<file path="config.mk">
export PLATFORM = sky130hd
export DESIGN_NAME = alu4_req_scheduler
export DESIGN_NICKNAME = d
export VERILOG_FILES = /design/src/rtl/alu4_req_scheduler_pkg.sv /design/src/rtl/alu4_req_scheduler_core.sv /design/src/rtl/alu4_req_scheduler.sv
export SDC_FILE = /design/constraint.sdc
export NUM_CORES = 1
export LEC_CHECK = 0
export ABC_AREA = 1
export CAP_MARGIN = 30
export CORE_MARGIN = 8
export CORE_UTILIZATION = 51
export DETAILED_ROUTE_END_ITERATION = 10
export GPL_TIMING_DRIVEN = 0
export PLACE_DENSITY = 0.78
export SLEW_MARGIN = 20
export SYNTH_ARGS = -nofsm -noshare
export SYNTH_HDL_FRONTEND = slang
export SYNTH_HIERARCHICAL = 1
export SYNTH_SLANG_ARGS = --single-unit
</file>
<file path="constraint.sdc">
create_clock -name clk -period 3.75 [get_ports clk]
set_input_delay 0.75 -clock clk [delete_from_list [all_inputs] [get_ports clk]]
set_output_delay 0.75 -clock clk [all_outputs]
set_load 0.05 [all_outputs]
</file>
<file path="src/rtl/alu4_req_scheduler_pkg.sv">
// Shared definitions for the two-channel 4-bit ALU scheduler: opcodes, FSM states,
// the default ENC key and the packed response bundle.
package alu4_req_scheduler_pkg;

  typedef enum logic [3:0] {
    OP_ADD = 4'd0,
    OP_SUB = 4'd1,
    OP_MUL = 4'd2,
    OP_DIV = 4'd3,
    OP_AND = 4'd4,
    OP_OR  = 4'd5,
    OP_XOR = 4'd6,
    OP_NOT = 4'd7,
    OP_ENC = 4'd8
  } op_e;

  typedef enum logic [1:0] {
    ST_IDLE = 2'd0,
    ST_DIV  = 2'd1,
    ST_RESP = 2'd2
  } state_e;

  localparam logic [7:0] ENC_KEY_DEFAULT = 8'hAB;
  localparam logic [1:0] DIV_LAST_STEP   = 2'd3;

  typedef struct packed {
    logic [7:0] result;
    logic       carry;
    logic       overflow;
    logic       err;
  } alu_rsp_t;

endpackage

</file>
<file path="src/rtl/alu4_req_scheduler_core.sv">
// Single-cycle ALU ops (everything except the iterative divide). For DIV it only
// flags divide-by-zero; the quotient comes from the divider in the top.
module alu4_req_scheduler_core
  import alu4_req_scheduler_pkg::*;
#(
  parameter logic [7:0] ENC_KEY = ENC_KEY_DEFAULT
) (
  input  logic [3:0] op,
  input  logic [3:0] a,
  input  logic [3:0] b,
  output alu_rsp_t   rsp
);

  logic [4:0] sum;
  logic [4:0] dif;

  assign sum = {1'b0, a} + {1'b0, b};
  assign dif = {a[3], a} - {b[3], b};

  always_comb begin
    // NOTE: default every field first so no opcode path leaves rsp unassigned (no latch).
    rsp = '0;
    case (op)
      OP_ADD: begin
        rsp.result   = {4'h0, sum[3:0]};
        rsp.carry    = sum[4];
        rsp.overflow = (a[3] & b[3] & ~sum[3]) | (~a[3] & ~b[3] & sum[3]);
      end
      OP_SUB: begin
        rsp.result   = {4'h0, dif[3:0]};
        rsp.carry    = dif[4];
        rsp.overflow = (a[3] & ~b[3] & ~dif[3]) | (~a[3] & b[3] & dif[3]);
      end
      OP_MUL:  rsp.result = {4'h0, a} * {4'h0, b};
      OP_DIV:  rsp.err    = (b == 4'h0);
      OP_AND:  rsp.result = {4'h0, a & b};
      OP_OR:   rsp.result = {4'h0, a | b};
      OP_XOR:  rsp.result = {4'h0, a ^ b};
      OP_NOT:  rsp.result = {4'h0, ~a};
      OP_ENC:  rsp.result = {a, b} ^ ENC_KEY;
      default: rsp.err    = 1'b1;
    endcase
  end

endmodule

</file>
<file path="src/rtl/alu4_req_scheduler.sv">
// Two-channel round-robin front end for one shared 4-bit ALU, with a 4-step
// restoring divider and a held response slot.
module alu4_req_scheduler
  import alu4_req_scheduler_pkg::*;
#(
  parameter logic [7:0] ENC_KEY   = ENC_KEY_DEFAULT,
  parameter bit         FIXED_PRI = 1'b0
) (
  input  logic       clk,
  input  logic       rst_n,
  input  logic       req0_valid,
  output logic       req0_ready,
  input  logic [3:0] req0_op,
  input  logic [3:0] req0_a,
  input  logic [3:0] req0_b,
  input  logic       req1_valid,
  output logic       req1_ready,
  input  logic [3:0] req1_op,
  input  logic [3:0] req1_a,
  input  logic [3:0] req1_b,
  output logic       rsp_valid,
  input  logic       rsp_ready,
  output logic       rsp_id,
  output logic [7:0] rsp_result,
  output logic       rsp_carry,
  output logic       rsp_overflow,
  output logic       rsp_err,
  output logic       busy
);

  state_e     state, state_nxt;
  logic       last_grant;
  logic       gnt_valid;
  logic       gnt_id;
  logic       cur_id;
  logic [3:0] sel_op, sel_a, sel_b;
  logic       start_div;
  alu_rsp_t   core_rsp;
  alu_rsp_t   rsp_q;
  logic [3:0] div_q;
  logic [3:0] div_b;
  logic [3:0] div_rem;
  logic [3:0] rem_nxt;
  logic [4:0] rem_shift;
  logic       div_ge;
  logic [1:0] step;

  assign sel_op    = gnt_id ? req1_op : req0_op;
  assign sel_a     = gnt_id ? req1_a  : req0_a;
  assign sel_b     = gnt_id ? req1_b  : req0_b;
  assign start_div = (sel_op == OP_DIV) && (sel_b != 4'h0);

  alu4_req_scheduler_core #(.ENC_KEY(ENC_KEY)) u_core (
    .op  (sel_op),
    .a   (sel_a),
    .b   (sel_b),
    .rsp (core_rsp)
  );

  // Restoring step: div_q shifts the dividend out MSB first and the quotient in LSB first.
  // The trial difference is below 16 whenever it is kept, so 4-bit wrap-around is exact.
  assign rem_shift = {div_rem, div_q[3]};
  assign div_ge    = rem_shift >= {1'b0, div_b};
  assign rem_nxt   = div_ge ? (rem_shift[3:0] - div_b) : rem_shift[3:0];

  always_ff @(posedge clk or negedge rst_n) begin
    if (!rst_n) state <= ST_IDLE;
    else        state <= state_nxt;
  end

  always_comb begin
    state_nxt = state;
    case (state)
      ST_IDLE: if (gnt_valid) state_nxt = start_div ? ST_DIV : ST_RESP;
      ST_DIV:  if (step == DIV_LAST_STEP) state_nxt = ST_RESP;
      ST_RESP: if (rsp_ready) state_nxt = ST_IDLE;
      default: state_nxt = ST_IDLE;
    endcase
  end

  always_comb begin
    gnt_valid = 1'b0;
    gnt_id    = 1'b0;
    if (state == ST_IDLE) begin
      if (req0_valid && req1_valid) begin
        gnt_valid = 1'b1;
        gnt_id    = FIXED_PRI ? 1'b0 : ~last_grant;
      end else if (req0_valid) begin
        gnt_valid = 1'b1;
      end else if (req1_valid) begin
        gnt_valid = 1'b1;
        gnt_id    = 1'b1;
      end
    end
    req0_ready = gnt_valid && !gnt_id;
    req1_ready = gnt_valid && gnt_id;
    busy       = (state != ST_IDLE);
  end

  always_ff @(posedge clk or negedge rst_n) begin
    if (!rst_n) begin
      last_grant <= 1'b1;
      cur_id     <= 1'b0;
      div_q      <= '0;
      div_b      <= '0;
      div_rem    <= '0;
      step       <= '0;
      rsp_valid  <= 1'b0;
      rsp_id     <= 1'b0;
      rsp_q      <= '0;
    end else begin
      // NOTE: non-blocking in clocked blocks so every register samples pre-edge values.
      case (state)
        ST_IDLE: if (gnt_valid) begin
          last_grant <= gnt_id;
          if (start_div) begin
            cur_id  <= gnt_id;
            div_q   <= sel_a;
            div_b   <= sel_b;
            div_rem <= '0;
            step    <= '0;
          end else begin
            rsp_valid <= 1'b1;
            rsp_id    <= gnt_id;
            rsp_q     <= core_rsp;
          end
        end
        ST_DIV: begin
          div_q   <= {div_q[2:0], div_ge};
          div_rem <= rem_nxt;
          step    <= step + 2'd1;
          if (step == DIV_LAST_STEP) begin
            rsp_valid <= 1'b1;
            rsp_id    <= cur_id;
            rsp_q     <= '{result: {div_q[2:0], div_ge, rem_nxt}, carry: 1'b0,
                           overflow: 1'b0, err: 1'b0};
          end
        end
        ST_RESP: if (rsp_ready) begin
          rsp_valid <= 1'b0;
          rsp_id    <= 1'b0;
          rsp_q     <= '0;
        end
        default: ;
      endcase
    end
  end

  assign rsp_result   = rsp_q.result;
  assign rsp_carry    = rsp_q.carry;
  assign rsp_overflow = rsp_q.overflow;
  assign rsp_err      = rsp_q.err;

endmodule

</file>
==> results.sh, run 1 <==
export IMPL_drive_above_1_share_pct=19.17
export IMPL_drt_vias_per_instance=5.333
export IMPL_io_buffers=43
export IMPL_io_pins=45
export IMPL_status="completed"
export IMPL_clock_sinks=31
export IMPL_synth_most_common_cell="nand2_1"
export IMPL_ys_seq_elements=31
export IMPL_cp_end_kind="register"
export IMPL_synth_ff_type="dfrtp_1"
export IMPL_grt_met1_usage_pct=25.00
export IMPL_use_met2_pct=35.87
export IMPL_async_flop_share_pct=100.0
export IMPL_arrival_ns=3.76
export IMPL_holdBufCountCts=0
export IMPL_grt_ovfl_total=0
export IMPL_cts_root_buf="clkbuf_8"
export IMPL_place_ws_ns=-1.046
export IMPL_clock_path_buffers=2
export IMPL_power_leakage_nw=2.180
export IMPL_hp_class="register to register"
export IMPL_syn_inst=468
export IMPL_startpoint="req1_b[3]"
export IMPL_worstMarginPinSlew_ns=0.6958
export IMPL_grt_start_max_net_pins=32
export IMPL_synth_top_area_share_pct=22.77
export IMPL_synth_area_top_cells="dfrtp_1 23%, nand2_1 16%, ha_1 13%"
export IMPL_clock_fmax_ghz=0.2786
export IMPL_final_setup_viol_count=0
export IMPL_worstSetupStartpointType="input port"
export IMPL_fp_row_count=29
export IMPL_nFillCells=526
export IMPL_synth_largest_area_cell="dfrtp_1"
export IMPL_grt_pass1_wl_um=14990
export IMPL_fp_dieW_um=96.40
export IMPL_crit_end="rsp_result[3]"
export IMPL_num_antenna_cells=0
export IMPL_die_area_um2=9293
export IMPL_ant_nets=0
export IMPL_worstSkewPairLatency_ns=0.27
export IMPL_whs_ns=0.4888
export IMPL_synth_edff_count=0
export IMPL_layout_min_cycle_time_ns=3.590
export IMPL_slew_violations=0
export IMPL_r2r_start="state[1]"
export IMPL_fin_cells=609
export IMPL_period_share_pct=95.73
export IMPL_die_h_um=96.40
export IMPL_synth_common_cells="139 x nand2_1, 63 x inv_1, 34 x ha_1"
export IMPL_syn_to_final_growth_pct=27.25
export IMPL_cp_slowest_cell="fa_1"
export IMPL_critical_path_class="input port to register"
export IMPL_drt_pre_antenna_iters=4
export IMPL_cpMostUsedCell="nand2_1"
export IMPL_cts_tree="built"
export IMPL_use_met3_pct=1.700
export IMPL_path_clk_slew_ns=0.06
export IMPL_required_ns=3.92
export IMPL_hold_violations=0
export IMPL_initial_core_util_pct=52.22
export IMPL_place_hpwl_um=7025
export IMPL_crit_path_cell_trace="clkdlybuf4s50_1 -> nand4_1 -> nand2_4 -> nand2_1 -> fa_1 -> inv_1 -> fa_1 -> fa_2 -> nand3_2 -> nand2_1 -> nor2_2 -> nand4_1 -> nand2_1 -> nand2_1 -> nand2_1 -> nand2_1"
export IMPL_cts_made_buffers=5
export IMPL_dp_cells=588
export IMPL_worst_path_largest_cell_delay_ns=0.53
export IMPL_grt_use_total_pct=20.39
export IMPL_irDropWorstVdd_mv=0.5275
export IMPL_htreeDepth=2
export IMPL_reg2regPathDepth=17
export IMPL_gp_congestion=0.9482
export IMPL_power_density_nw_per_um2=688.8
export IMPL_cap_viol_max_count=0
export IMPL_ys_seq_area_share_pct=23.57
export IMPL_reg2reg_slack_ns=0.18
export IMPL_post_route_worst_setup_slack_ns=0.1601
export IMPL_core_area_um2=6314
export IMPL_crit_fanout=8
export IMPL_grt_pass1_vias=3207
export IMPL_skew_ns=0.004092
export IMPL_synthesis_area_um2=3297
export IMPL_wl_per_cell_um=14.87
export IMPL_timing_rr_end="rsp_result[5]"
export IMPL_wl_um=9055
export IMPL_drt_iter0_markers=149
export IMPL_yosys_warnings=6
export IMPL_syn_nets=538
export IMPL_final_nets=601
export IMPL_synth_distinct_cells=41
export IMPL_drc_errors=0
export IMPL_syn_area_per_cell_um2=7.045
export IMPL_max_slew_margin_pct=53.61
export IMPL_busiest_layer="met2"
export IMPL_antenna_found_initial=0
export IMPL_vias=3248
[registers in the layout, indices dropped and copies added (netlist names)]
register      cells
cur_id            1
div_b             4
div_q             4
div_rem           4
last_grant        1
rsp_carry         1
rsp_err           1
rsp_id            1
rsp_overflow      1
rsp_result        8
rsp_valid         1
state             2
step              2
[layout make-up]
class	count	area, um2	share of cell area, %
buffer	10	125.1	2.982
clock buffer	7	76.32	1.819
clock inverter	1	5.005	0.1193
inverter	69	262.8	6.263
multi-input combinational	358	2335	55.65
sequential	31	777.0	18.52
tap	77	96.34	2.296
timing repair buffer	56	518.0	12.35
[stage by stage]
step | cell area [um2] | total power, mW | setup TNS, ns | utilization, %
after global routing | 4195 | 3.138 | -0.02111 | 66.45
after global placement | 3925 | 2.454 | -4.862 | 62.17
after detailed placement | 3920 | 2.497 | -5.301 | 62.09
after CTS | 4139 | 2.844 | 0 | 65.56
final | 4195 | 2.890 | 0 | 66.45
after floorplan | 3398 | 1.995 | 0 | -
[worst max-delay path: cells and delay by family]
family	cells	cell delay [ns]
adders and majority gates	3	1.51
buffers and inverters	2	0.50
and+or+nand+nor	11	1.00
[metal layers]
metal  up-vias  wire length (um)
met5         -                 0
met3        21               411
met2        99              4457
li1       1638                 -
met4         0               267
met1      1490              3918
[repair_timing]
item / in CTS / in global routing
endpoints found under the hold margin: 0 / 0
pin swaps: 7 / 6
resized for setup: 18 / 9
setup endpoints to repair: 5 / 5
setup buffers: 10 / 3
[worst min path at each step]
stage,slack [ns],endpoint,start,cells past startpoint
2_1_floorplan,0.45,cur_id,rst_n,0
3_3_place_gp,0.47,rsp_result[0],rsp_result[0],2
3_5_place_dp,0.48,rsp_result[0],rsp_result[0],2
4_1_cts,0.50,rsp_carry,rsp_carry,2
5_1_grt,0.51,rsp_result[2],rsp_result[2],2
6_report,0.49,rsp_result[0],rsp_result[0],2
[report_power, final]
part / total (mW) / leakage [nW] / internal (mW) / switching, mW
logic: 2.13 / 1.74 / 0.823 / 1.31
registers: 0.518 / 0.396 / 0.453 / 0.0654
clock network: 0.243 / 0.0422 / 0.130 / 0.113
total: 2.89 / 2.18 / 1.41 / 1.48
[cells in the final DEF, fill, tap and decap left out, drive strengths merged]
| master | netlist | layout |
|---|---|---|
| clkinv | 0 | 1 |
| clkinvlp | 0 | 1 |
| nand2 | 158 | 158 |
| clkbuf | 4 | 12 |
| inv | 69 | 68 |
| o31ai | 2 | 2 |
| nand3b | 4 | 4 |
| fa | 7 | 7 |
| o21ai | 37 | 37 |
| ha | 34 | 34 |
| a22oi | 2 | 2 |
| nor3 | 2 | 2 |
| a21oi | 10 | 10 |
| o41ai | 1 | 1 |
| o211ai | 3 | 3 |
| dfstp | 1 | 1 |
| dfrtp | 30 | 30 |
| and3 | 2 | 2 |
| clkdlybuf4s50 | 0 | 41 |
| o32ai | 1 | 1 |
| nor2 | 31 | 31 |
| nand3 | 31 | 31 |
| buf | 6 | 20 |
| o22ai | 6 | 6 |
| nand4 | 16 | 16 |
| xor2 | 1 | 1 |
| or2 | 6 | 6 |
| xnor2 | 1 | 1 |
| o21a | 3 | 3 |
[cell families after synthesis]
kind of cell / count (synthesis) / synth area share [%]
AO/OA/AOI/OAI: 65 / 11.99
XOR/XNOR: 2 / 0.5314
adder cells (fa/ha/maj): 41 / 17.15
buffers and inverters: 79 / 10.78
flip-flops: 31 / 23.57
AND/OR/NAND/NOR: 250 / 35.98
Power figures use the tool's default switching activity.
==> run 2: changes to the inputs <==
--- a/config.mk
+++ b/config.mk
@@ -8,10 +8,11 @@
 export ABC_AREA = 1
 export CAP_MARGIN = 30
 export CORE_MARGIN = 8
-export CORE_UTILIZATION = 51
+export CORE_UTILIZATION = 52
+export CTS_BUF_LIST = sky130_fd_sc_hd__clkbuf_4 sky130_fd_sc_hd__clkbuf_8
 export DETAILED_ROUTE_END_ITERATION = 10
 export GPL_TIMING_DRIVEN = 0
-export PLACE_DENSITY = 0.78
+export PLACE_DENSITY = 0.79
 export SLEW_MARGIN = 20
 export SYNTH_ARGS = -nofsm -noshare
 export SYNTH_HDL_FRONTEND = slang
==> results.sh, run 2 (same netlist as run 1, synthesis figures left out) <==
export IMPL_status="completed"
export IMPL_fp_dieW_um=95.63
export IMPL_cp_end_kind="register"
export IMPL_place_ws_ns=-1.104
export IMPL_cts_root_buf="clkbuf_8"
export IMPL_fin_cells=611
export IMPL_worstMarginPinSlew_ns=0.6809
export IMPL_critical_path_class="input port to register"
export IMPL_core_area_um2=6241
export IMPL_largest_register_ffs=8
export IMPL_antenna_found_initial=0
export IMPL_design_area_um2=4190
export IMPL_power_leakage_nw=2.193
export IMPL_initial_core_util_pct=52.83
export IMPL_required_ns=3.92
export IMPL_cts_made_buffers=5
export IMPL_worstSetupStartpointType="input port"
export IMPL_grt_use_total_pct=20.98
export IMPL_grt_start_max_net_pins=32
export IMPL_nFillCells=532
export IMPL_period_share_pct=95.90
export IMPL_slew_violations=0
export IMPL_worstSkewPairLatency_ns=0.28
export IMPL_die_h_um=95.63
export IMPL_drive_above_1_share_pct=19.29
export IMPL_whs_ns=0.4892
export IMPL_grt_pass1_vias=3225
export IMPL_hp_class="register to register"
export IMPL_path_clk_slew_ns=0.06
export IMPL_skew_ns=0.007100
export IMPL_crit_fanout=5
export IMPL_clock_fmax_ghz=0.2781
export IMPL_layout_min_cycle_time_ns=3.596
export IMPL_irDropWorstVdd_mv=0.4543
export IMPL_grt_pass1_wl_um=15240
export IMPL_final_setup_viol_count=0
export IMPL_holdBufCountCts=0
export IMPL_htreeDepth=2
export IMPL_vias=3280
export IMPL_clock_sinks=31
export IMPL_drc_errors=0
export IMPL_drt_vias_per_instance=5.368
export IMPL_gp_congestion=0.9654
export IMPL_cap_viol_max_count=0
export IMPL_io_pins=45
export IMPL_drt_pre_antenna_iters=5
export IMPL_dp_cells=588
export IMPL_max_slew_margin_pct=54.61
export IMPL_wl_per_cell_um=15.03
export IMPL_io_buffers=43
export IMPL_place_hpwl_um=7124
export IMPL_clock_path_buffers=2
export IMPL_drt_iter0_markers=191
export IMPL_wl_um=9183
export IMPL_ant_nets=0
export IMPL_post_dp_cell_area_um2=3920
export IMPL_syn_to_final_growth_pct=27.10
export IMPL_grt_ovfl_total=0
export IMPL_p_total_mw=2.916
export IMPL_final_cell_mix="133 x nand2_1, 60 x inv_1, 41 x clkdlybuf4s50_1"
export IMPL_arrival_ns=3.77
export IMPL_die_area_um2=9144
export IMPL_cts_tree="built"
export IMPL_num_antenna_cells=0
export IMPL_post_route_worst_setup_slack_ns=0.1539
export IMPL_hold_violations=0
export IMPL_final_nets=603
export IMPL_layout_commonest_cell="nand2_1"
export IMPL_power_density_nw_per_um2=695.8
export IMPL_fp_row_count=29
-- run 2: cell count changes in the layout (fill, tap and decap cells not counted), moves of 2 or more --
cell / before / now
buf_4: 13 / 15
clkbuf_1: 5 / 3
clkbuf_4: 0 / 2
nand2_2: 20 / 18
-- run 2: what timing repair did --
action	CTS	global route
setup buffers	8	7
endpoints found under the setup margin	5	5
cloned	0	0
gates resized for setup	16	8
pin swaps	6	5
-- run 2: worst paths after layout --
path	endpoint	slack, ns	startpoint	cells after the start
max in group asynchronous	rsp_result[1]	2.80	rst_n	1
hold / removal	rsp_result[3]	0.49	rsp_result[3]	2
setup / recovery	rsp_result[3]	0.15	req0_valid	19
hold reg to reg	rsp_result[3]	0.49	rsp_result[3]	2
setup reg to reg	rsp_result[3]	0.17	last_grant	18
min in group asynchronous	step[0]	0.50	rst_n	1
-- run 2: power by group --
part           internal (mW)  leakage [nW]  switching, mW  total, mW
Sequential             0.453         0.396         0.0718      0.525
Clock                  0.144        0.0491          0.123      0.267
Combinational          0.812          1.75           1.31       2.12
Total                   1.41          2.19           1.51       2.92
-- run 2: cell type report --
type,instances,area (um2),area share (%)
clock buffer,7,83.83,2.001
multi-input combinational,358,2318,55.33
timing repair buffer,58,533.0,12.72
clock inverter,1,5.005,0.1194
sequential,31,777.0,18.54
buffer,10,113.9,2.717
inverter,69,262.8,6.271
tap,77,96.34,2.299
-- run 2: layer usage --
layer | vias to the layer above | track usage [%] | wire length, um
met5 | - | 0 | 0
met4 | 0 | 7.426 | 154
met3 | 11 | 2.205 | 424
met2 | 74 | 37.71 | 4727
met1 | 1549 | 25.16 | 3877
li1 | 1646 | - | -
-- run 2: critical path: stages --
cell and delay, ns:
clkbuf_2 0.13, nand2_4 0.07, nand3_4 0.12, clkinvlp_4 0.13, or2_4 0.27, o21a_4 0.15
nand2_2 0.07, fa_1 0.41, inv_1 0.09, fa_1 0.46, fa_2 0.49, nand3_2 0.08
nand2_1 0.06, nor2_2 0.10, nand4_1 0.11, nand2_1 0.10, nand2_1 0.05, nand2_1 0.06
nand2_1 0.04
-- run 2: per-stage QoR --
step                utilization (%)  setup TNS [ns]
finish                        67.14               0
detailed placement            62.81          -5.745
global route                  67.14      -0.0005178
CTS                           65.96               0
floorplan                         -               0
global placement              62.89          -5.421
==> run 3: changes to the inputs <==
--- a/config.mk
+++ b/config.mk
@@ -6,13 +6,14 @@
 export NUM_CORES = 1
 export LEC_CHECK = 0
 export ABC_AREA = 1
+export ABC_CLOCK_PERIOD_IN_PS = 3400
 export CAP_MARGIN = 30
 export CORE_MARGIN = 8
-export CORE_UTILIZATION = 52
+export CORE_UTILIZATION = 55
 export CTS_BUF_LIST = sky130_fd_sc_hd__clkbuf_4 sky130_fd_sc_hd__clkbuf_8
 export DETAILED_ROUTE_END_ITERATION = 10
 export GPL_TIMING_DRIVEN = 0
-export PLACE_DENSITY = 0.79
+export PLACE_DENSITY = 0.8
 export SLEW_MARGIN = 20
 export SYNTH_ARGS = -nofsm -noshare
 export SYNTH_HDL_FRONTEND = slang
==> constraint.sdc (replaced) <==
create_clock -name clk -period 3.4 [get_ports clk]
set_input_delay 0.68 -clock clk [delete_from_list [all_inputs] [get_ports clk]]
set_output_delay 0.68 -clock clk [all_outputs]
set_load 0.05 [all_outputs]
==> results.sh, run 3 (same netlist as run 1, synthesis figures left out) <==
export IMPL_violations="setup timing"
export IMPL_fp_dieW_um=93.43
export IMPL_slew_violations=0
export IMPL_place_hpwl_um=7072
export IMPL_grt_use_total_pct=23.06
export IMPL_fp_row_count=28
export IMPL_skew_ns=0.002315
export IMPL_critical_path_class="register to register"
export IMPL_cp_end_kind="register"
export IMPL_drive_above_1_share_pct=26.22
export IMPL_switchingPower_mw=1.816
export IMPL_io_pins=45
export IMPL_die_h_um=93.43
export IMPL_p_int_mw=1.786
export IMPL_fin_cells=628
export IMPL_wl_um=10440
export IMPL_vias=3504
export IMPL_clock_sinks=31
export IMPL_nFillCells=403
export IMPL_path_clk_slew_ns=0.07
export IMPL_gp_congestion=0.8900
export IMPL_clock_fmax_ghz=0.2782
export IMPL_arrival_ns=3.77
export IMPL_drt_vias_per_instance=5.580
export IMPL_max_slew_margin_pct=53.99
export IMPL_grt_ovfl_total=0
export IMPL_drc_errors=0
export IMPL_power_leakage_nw=2.304
export IMPL_die_area_um2=8728
export IMPL_power_density_nw_per_um2=802.4
export IMPL_cts_tree="built"
export IMPL_syn_to_final_growth_pct=36.17
export IMPL_clock_path_buffers=2
export IMPL_io_buffers=43
export IMPL_post_dp_cell_area_um2=3923
export IMPL_drt_iter0_markers=195
export IMPL_seq_power_share_pct=15.9
export IMPL_largest_register_ffs=8
export IMPL_period_share_pct=105.7
export IMPL_worstMarginPinSlew_ns=0.6902
export IMPL_crit_fanout=5
export IMPL_cts_made_buffers=5
export IMPL_ant_nets=0
export IMPL_final_cell_mix="124 x nand2_1, 59 x inv_1, 41 x clkdlybuf4s50_1"
export IMPL_wl_per_cell_um=16.63
export IMPL_hp_class="input port to asynchronous set/reset pin"
export IMPL_hold_violations=0
export IMPL_p_clk_share_pct=10.5
export IMPL_drt_pre_antenna_iters=5
export IMPL_design_area_um2=4489
export IMPL_sw_frac_of_total_pct=50.42
export IMPL_status="finished with violations"
export IMPL_required_ns=3.58
export IMPL_grt_pass1_wl_um=16230
export IMPL_worstSetupStartpointType="register"
export IMPL_antenna_found_initial=0
export IMPL_final_setup_viol_count=5
export IMPL_core_area_um2=5851
export IMPL_cts_root_buf="clkbuf_8"
export IMPL_utilization_pct=76.73
export IMPL_initial_core_util_pct=56.35
export IMPL_htreeDepth=2
export IMPL_reg2regPathDepth=19
export IMPL_grt_start_max_net_pins=32
export IMPL_grt_pass1_vias=3377
export IMPL_cap_viol_max_count=0
export IMPL_comb_power_share_pct=73.6
export IMPL_num_antenna_cells=0
export IMPL_post_route_worst_setup_slack_ns=-0.1949
export IMPL_rsz0062_at_grt="true"
export IMPL_dp_cells=586
export IMPL_worstSkewPairLatency_ns=0.28
export IMPL_final_nets=622
export IMPL_irDropWorstVdd_mv=0.6724
export IMPL_layout_commonest_cell="nand2_1"
export IMPL_layout_min_cycle_time_ns=3.595
## run 3: layer usage
layer  share of wire [%]  track usage (%)  up-vias
met1                  40            25.88     1654
met3                 5.0            2.484       39
met5                   0                0        -
met4                 4.6            13.02        0
met2                  51            41.36      130
li1                    -                -     1681
## run 3: power groups by stage
stage	clock, mW	combinational [mW]	sequential (mW)
after floorplan	0	1.44	0.774
after global routing	0.394	2.85	0.583
final	0.379	2.65	0.572
after detailed placement	0	2.19	0.576
after global placement	0	2.15	0.572
after CTS	0.379	2.43	0.569
## run 3: critical path, stage by stage (launching register included)
cell and delay, ns:
dfstp_2 0.57, nand2_4 0.08, nand3_4 0.12, clkinvlp_4 0.14, or2_4 0.28, o21a_4 0.15, nand2_2 0.07, fa_1 0.42
inv_2 0.07, fa_2 0.47, ha_4 0.29, nand2_2 0.05, nand2_2 0.07, nand3b_1 0.11, nand2_1 0.11, nand2_1 0.10
nand3_2 0.09, nand2_2 0.07, o21ai_2 0.17, o21ai_2 0.07
## run 3: stage by stage
step / power [mW] / worst slack, ns / setup TNS [ns] / hold slack [ns]
finish: 3.602 / -0.1949 / -0.6032 / 0.4336
CTS: 3.374 / -0.06093 / -0.2238 / 0.4681
global placement: 2.722 / -1.317 / -7.618 / 0.4698
global route: 3.833 / -0.2790 / -1.076 / 0.5023
detailed placement: 2.765 / -1.352 / -7.998 / 0.4754
floorplan: 2.209 / -0.2739 / -1.293 / 0.3844
## run 3: final timing paths
kind | from | endpoint | slack [ns]
worst min register to register | rsp_result[1] | rsp_result[1] | 0.49
max in group asynchronous | rst_n | rsp_result[1] | 2.52
min in group clk | rsp_result[1] | rsp_result[1] | 0.49
worst max-delay path | last_grant | rsp_result[7] | -0.19
worst min-delay path | rst_n | step[0] | 0.43
worst max register to register | last_grant | rsp_result[7] | -0.19
## run 3: cell type report
type / count / area (um2) / area share [%]
sequential: 31 / 777.0 / 17.31
clock inverter: 2 / 35.03 / 0.7804
tap: 75 / 93.84 / 2.090
buffer: 10 / 113.9 / 2.536
inverter: 69 / 262.8 / 5.853
clock buffer: 6 / 82.58 / 1.839
timing repair buffer: 77 / 695.7 / 15.50
multi-input combinational: 358 / 2429 / 54.10
## run 3: timing repair
action,4_1_cts,5_1_grt
hold buffers,0,0
buffers inserted,24,10
resized for setup,30,22
pin swaps,18,20
cloned,0,0
endpoints found under the setup margin,7,5
==> RTL change (settings of run 2) <==
Register the output `rsp_err`, without a reset; this adds one clock of latency there. The other outputs are not delayed to match.
--- a/src/rtl/alu4_req_scheduler.sv
+++ b/src/rtl/alu4_req_scheduler.sv
@@ -150,5 +150,7 @@
   assign rsp_carry    = rsp_q.carry;
   assign rsp_overflow = rsp_q.overflow;
-  assign rsp_err      = rsp_q.err;
+  always_ff @(posedge clk) begin
+    rsp_err <= rsp_q.err;
+  end
 
 endmodule
Behaviour: not the same (Yosys sat finds a counterexample within 4 cycles, from zero or initial values and one cycle with rst_n low).
==> RTL change against run 2 <==
Area after synthesis decreased by 0.46%; global-route usage increased by 0.78 points; total power decreased by 1.9%; via count increased by 3.3%; combinational power decreased by 2%; critical path depth decreased by 3; wire length increased by 2.6%; setup slack got worse by 0.021 ns; sequential power decreased by 1%; final cell count increased by 2.0%; utilization decreased by 0.52 points; final area decreased by 0.78%; sequential cell count increased by 1; sequential share of layout area increased by 0.63 points; largest power group unchanged.
==> RTL change: results <==
set metrics [dict create \
    hpwl_um 7220 \
    timing.rr.end "rsp_result[7]" \
    cts_setup_buffers 15 \
    fill_cells 541 \
    worstPathArrival_ns 3.80 \
    cts_resized 21 \
    drive_above_1_share_pct 15.38 \
    grt_pass1_wl_um 15710 \
    pre_cts_ws_ns -1.180 \
    ys_types 38 \
    num_vias 3389 \
    slew_headroom_pct 53.77 \
    peakVddDrop_v 0.0005449 \
    placed_cell_area_um2 3885 \
    post-place-cells 600 \
    synth_nets 549 \
    p_leak_nw 2.215 \
    drt-pass1-iter-count 6 \
    drt_first_iter_violations 197 \
    ys_seq_area_share_pct 24.29 \
    outcome "complete, no violations" \
    use_met1_pct 25.60 \
    worstPathMaxFanout 2 \
    r2r_cells 17 \
    synthTopCellsByCount "nand2_1 (158), inv_1 (66), ha_1 (34)" \
    routedWlPerCell_um 15.12 \
    grtUsageTotal_pct 21.76 \
    period_needed_ns 3.618 \
    synthArstFlopShare_pct 96.88 \
    grtUsageMet3_pct 2.047 \
    use_met2_pct 39.13 \
]
## RTL change: final cells by class
type                            instances  share of cell area (%)
Sequential cell                        32                   19.17
Tap cell                               77                   2.317
Timing Repair Buffer                   59                   13.03
Multi-Input combinational cell        359                   53.54
Inverter                               71                   6.500
Clock buffer                            7                   2.016
Buffer                                 17                   3.310
Clock inverter                          1                  0.1204
## RTL change: stage by stage
step	util (%)	power (mW)	hold slack, ns
2_1_floorplan	-	1.936	0.3475
3_3_place_gp	62.33	2.386	0.3591
3_5_place_dp	62.25	2.441	0.3615
4_1_cts	66.26	2.814	0.3884
5_1_grt	66.62	3.101	0.4059
6_report	66.62	2.860	0.3890
## RTL change: cell families after synthesis
kind of cell               count (synthesis)  synth area share (%)
AOI/OAI and AO/OA                         64                 11.02
buffers and inverters                     88                 12.01
DFF                                       32                 24.29
xor gates and xnor gates                   2                0.5338
and+or+nand+nor                          252                 34.92
adders and majority gates                 41                 17.23
## RTL change: layer usage
metal | wire (µm) | up-vias
met5 | 0 | -
met2 | 4814 | 102
li1 | - | 1667
met4 | 320 | 0
met3 | 445 | 23
met1 | 3837 | 1597
## RTL change: report_power, final
part	total (mW)	switching (mW)	internal (mW)
sequential	0.518	0.0552	0.463
combinational	2.07	1.28	0.793
clock	0.270	0.125	0.145
total	2.86	1.46	1.40
## RTL change: worst min-delay path by stage
stage,from,endpoint,slack (ns),depth (start not counted)
2_1_floorplan,rsp_q[0],rsp_err,0.35,0
3_3_place_gp,rsp_q[0],rsp_err,0.36,0
3_5_place_dp,rsp_q[0],rsp_err,0.36,0
4_1_cts,rsp_q[0],rsp_err,0.39,0
5_1_grt,rsp_q[0],rsp_err,0.41,0
6_report,rsp_q[0],rsp_err,0.39,0
